`src/rtl/mult_pkg.sv`:
```
// mult_pkg: shared widths and stage-1 register layout for the multiplier output stage
package mult_pkg;
    localparam int DW_DEF = 32;
    typedef logic [DW_DEF-1:0] mag_t;
    typedef struct packed {
        logic [DW_DEF/2-1:0] lo;
        logic [DW_DEF/2-1:0] hi;
        logic c;
        logic neg;
        logic ovf;
    } s1_t;
endpackage

```
`src/rtl/cond_negate_slice.sv`:
```
// cond_negate_slice: one slice of the split two's-complement negate carry chain
module cond_negate_slice #(
    parameter int W = 16
) (
    input  logic [W-1:0] x,
    input  logic         neg,
    input  logic         cin,
    output logic [W-1:0] y,
    output logic         cout
);
    // invert and add the incoming carry only when negating; carry out feeds the next slice
    always_comb {cout, y} = neg ? {1'b0, ~x} + (W+1)'(cin) : {1'b0, x};
endmodule

```
`src/rtl/a2_sign_restore.sv`:
```
// a2_sign_restore: rebuilds a signed two's-complement result from magnitude and operand signs
module a2_sign_restore
    import mult_pkg::*;
#(
    parameter int DW = DW_DEF,
    parameter int LW = DW / 2
) (
    input  logic          clk,
    input  logic          rst,
    input  logic [DW-1:0] i_Mag,
    input  logic          i_Signo_A,
    input  logic          i_Signo_B,
    input  logic          i_Valid,
    output logic          o_Ready,
    output logic [DW-1:0] o_Val,
    output logic          o_Signo,
    output logic          o_Ovf,
    output logic          o_Valid,
    input  logic          i_Ready
);
    typedef struct packed {
        logic [LW-1:0]    lo;
        logic [DW-LW-1:0] hi;
        logic             c;
        logic             neg;
        logic             ovf;
    } s1_t;

    localparam logic [DW-1:0] MIN_NEG = {1'b1, {(DW-1){1'b0}}};

    logic             neg, ovf, c1, unused_hi_cout;
    logic             v1, v2, acc, ld2;
    logic [LW-1:0]    lo1;
    logic [DW-LW-1:0] hi2;
    s1_t              s1;

    assign neg     = (i_Signo_A ^ i_Signo_B) && |i_Mag;
    assign ovf     = neg ? i_Mag > MIN_NEG : i_Mag >= MIN_NEG;
    assign o_Ready = !v1 || !v2 || i_Ready;
    assign acc     = i_Valid && o_Ready;
    assign ld2     = v1 && (!v2 || i_Ready);
    assign o_Valid = v2;

    cond_negate_slice #(.W(LW)) u_lo (
        .x(i_Mag[LW-1:0]), .neg(neg), .cin(1'b1), .y(lo1), .cout(c1)
    );

    cond_negate_slice #(.W(DW-LW)) u_hi (
        .x(s1.hi), .neg(s1.neg), .cin(s1.c), .y(hi2), .cout(unused_hi_cout)
    );

    // stage 1: low slice negated, high slice raw plus the carry into it
    always_ff @(posedge clk) begin
        if (rst) begin
            v1 <= 1'b0;
            s1 <= '0;
        end else begin
            v1 <= acc || (v1 && !ld2);
            if (acc) s1 <= '{lo: lo1, hi: i_Mag[DW-1:LW], c: c1, neg: neg, ovf: ovf};
        end
    end

    // stage 2: finish the high slice and hold the result until downstream takes it
    always_ff @(posedge clk) begin
        if (rst) begin
            v2      <= 1'b0;
            o_Val   <= '0;
            o_Signo <= 1'b0;
            o_Ovf   <= 1'b0;
        end else begin
            v2 <= ld2 || (v2 && !i_Ready);
            if (ld2) begin
                o_Val   <= {hi2, s1.lo};
                o_Signo <= s1.neg;
                o_Ovf   <= s1.ovf;
            end
        end
    end
endmodule
```
`config.mk`:
```
export PLATFORM = sky130hd
export DESIGN_NAME = a2_sign_restore
export DESIGN_NICKNAME = d
export VERILOG_FILES = /design/src/rtl/mult_pkg.sv /design/src/rtl/cond_negate_slice.sv /design/src/rtl/a2_sign_restore.sv
export SDC_FILE = /design/constraint.sdc
export NUM_CORES = 1
export LEC_CHECK = 0
export BUFFER_PORTS_ARGS = -buffer_cell sky130_fd_sc_hd__clkbuf_2
export CAP_MARGIN = 20
export CORE_MARGIN = 5
export CORE_UTILIZATION = 58
export DETAILED_ROUTE_END_ITERATION = 16
export MAX_ROUTING_LAYER = met4
export PLACE_DENSITY = 0.87
export RECOVER_POWER = 100
export REMOVE_ABC_BUFFERS = 1
export SYNTH_ARGS = -nofsm -noshare
export SYNTH_HDL_FRONTEND = slang
export SYNTH_HIERARCHICAL = 1
export SYNTH_SLANG_ARGS = --single-unit
```
`constraint.sdc`:
```
create_clock -name clk -period 3.8 [get_ports clk]
set_input_delay 0.38 -clock clk [delete_from_list [all_inputs] [get_ports clk]]
set_output_delay 0.38 -clock clk [all_outputs]
set_load 0.01 [all_outputs]
```
==> metrics.cfg <==
[power]
p_per_area_mw_per_mm2=461
total_power_mw=1.76
peakVddDrop_uv=305
p_leak_nw=1.39

[cts]
post-cts-setup-buffers=0
h-tree-depth=3
cts_sinks=71
path_clk_slew_ps=70
ctsHoldBuffers=0
clk_path_buf_depth=2
cts_root_buffer=clkbuf_8
cts_resized=0
cts_inserted_buffers=9
worstSkewPairLatency_ps=350
cts_tree=yes

[die]
die_y_um=86.2
core-area_mm2=0.00557
io-pin-count=74
start_util_pct=60.4
rows=27
dieArea_mm2=0.00742
fp.dieW_um=86.2

[hold_path]
hold_start=i_Mag[29]
min_path_type=primary input to flip-flop

[logic_synthesis]
syn-cell-area_mm2=0.00336
netlist_instances=431
syn_area_per_cell_um2=7.81
ys.warnings.count=6

[routing]
vias=3110
firstDrtPassIters=6
drt_iter0_markers=198
wl_um=8050
ant_nets=0
viasPerCell=5.53
drc=0
wl_per_cell_um=14.3

[timing]
maxSlewViolCount=0
hold_slack_ps=263
rsz0062_at_grt=no
min_period_over_period_pct=63.1
timing.fmax_mhz=417
clock_skew_ps=4.01
period_needed_ps=2400
relSlewSlack_pct=39.4
setup_slack_ps=1400
final-hold-violation-count=0
final-setup-viol-count=0
tightest_slew_ps=907
final.setup.tns_ps=0

[cells_and_area]
antenna_cells=0
multi_input_comb_area_mm2=0.00171
nNetsFinal=527
seq_area_mm2=0.00142
drive_above_1_share_pct=12.9
fill_cells=500
area_growth_pct=13.5
fin_cells=562

[global_routing]
globalRouteTotalUtil_pct=22.9
antenna_found_initial=0
grt_max_degree=45
first_global_vias=2959
grt_pass1_wl_um=13200
overflow=0

[placed_design]
gp_congestion=0.841
numPortBuffers=73
dp_slack_ps=1290
dpl.cell_count=545
dp_hpwl_um=5410

[critical_path]
path_class=flip-flop to flip-flop
required_ps=4070
critPathArrivalTime_ps=2670
critical_path.startpoint=o_Valid$_SDFF_PP0_
crit-reg2reg-launch=o_Valid$_SDFF_PP0_
crit_path_start_kind=flip-flop
critPathMaxFanout=21
cp-end-kind=flip-flop

[status]
outcome=finished, final reports clean

[job]
cap_viol_max_count=0

placed cells by master, fill, tap and decap left out, types with 2 or more instances in the layout:
master	n
or3_1	5
or2_2	2
nor4_1	7
or4b_1	2
or4_1	5
inv_1	6
buf_4	2
clkinvlp_4	2
or3_2	2
dfxtp_1	71
or3b_2	2
nand2b_1	5
xnor2_1	29
nand4_1	2
nor2_1	4
nand2_1	141
o21ai_0	10
ha_1	4
clkbuf_1	40
bufinv_16	2
clkbuf_2	35
o31ai_1	8
a21oi_1	69
clkbuf_8	11
o41ai_1	10
metal layers:
metal	GRT usage [%]	share of wire (%)	wire, µm
met4	11.2	2.1	168
met5	-	0	0
met3	4.80	6.0	483
met2	37.6	50	4000
met1	26.3	42	3410
worst max-delay path, cell delays in order, from the launching register on:
cell and delay [ps]:
dfxtp_1 370, nor2b_1 380, nand2b_1 510, clkbuf_1 740
nand2_1 130, a21oi_1 190
stage by stage:
step,area (µm²),utilization [%]
floorplan,3170,-
global placement,3650,65.4
detailed placement,3650,65.4
CTS,3880,69.6
global route,3820,68.5
finish,3820,68.5
registers in the layout, summed over array words and instances (netlist names):
name and flops:
o_Ovf 1, o_Signo 1, o_Val 32, o_Valid 1
s1 35, v1 1
report_power, final:
| part | switching, mW | total, mW | internal (mW) |
|---|---|---|---|
| clock | 0.290 | 0.694 | 0.404 |
| sequential | 0.0326 | 0.818 | 0.785 |
| combinational | 0.147 | 0.247 | 0.100 |
| total | 0.469 | 1.76 | 1.29 |
area by class of cell:
class | instances | share of cell area (%)
Timing Repair Buffer | 77 | 8.91
Clock inverter | 5 | 2.10
Multi-Input combinational cell | 320 | 44.9
Inverter | 6 | 0.590
Clock buffer | 11 | 3.96
Tap cell | 72 | 2.36
Sequential cell | 71 | 37.2
final timing paths:
| path | endpoint | slack (ps) | cells after the start |
|---|---|---|---|
| worst max-delay path | o_Signo$_SDFFE_PP0P_ | 1400 | 5 |
| worst min-delay path | s1[16]$_SDFFE_PP0P_ | 260 | 3 |
| worst max register to register | o_Signo$_SDFFE_PP0P_ | 1400 | 5 |
| worst min register to register | o_Val[28]$_SDFFE_PP0P_ | 450 | 2 |
Power figures use the tool's default switching activity.
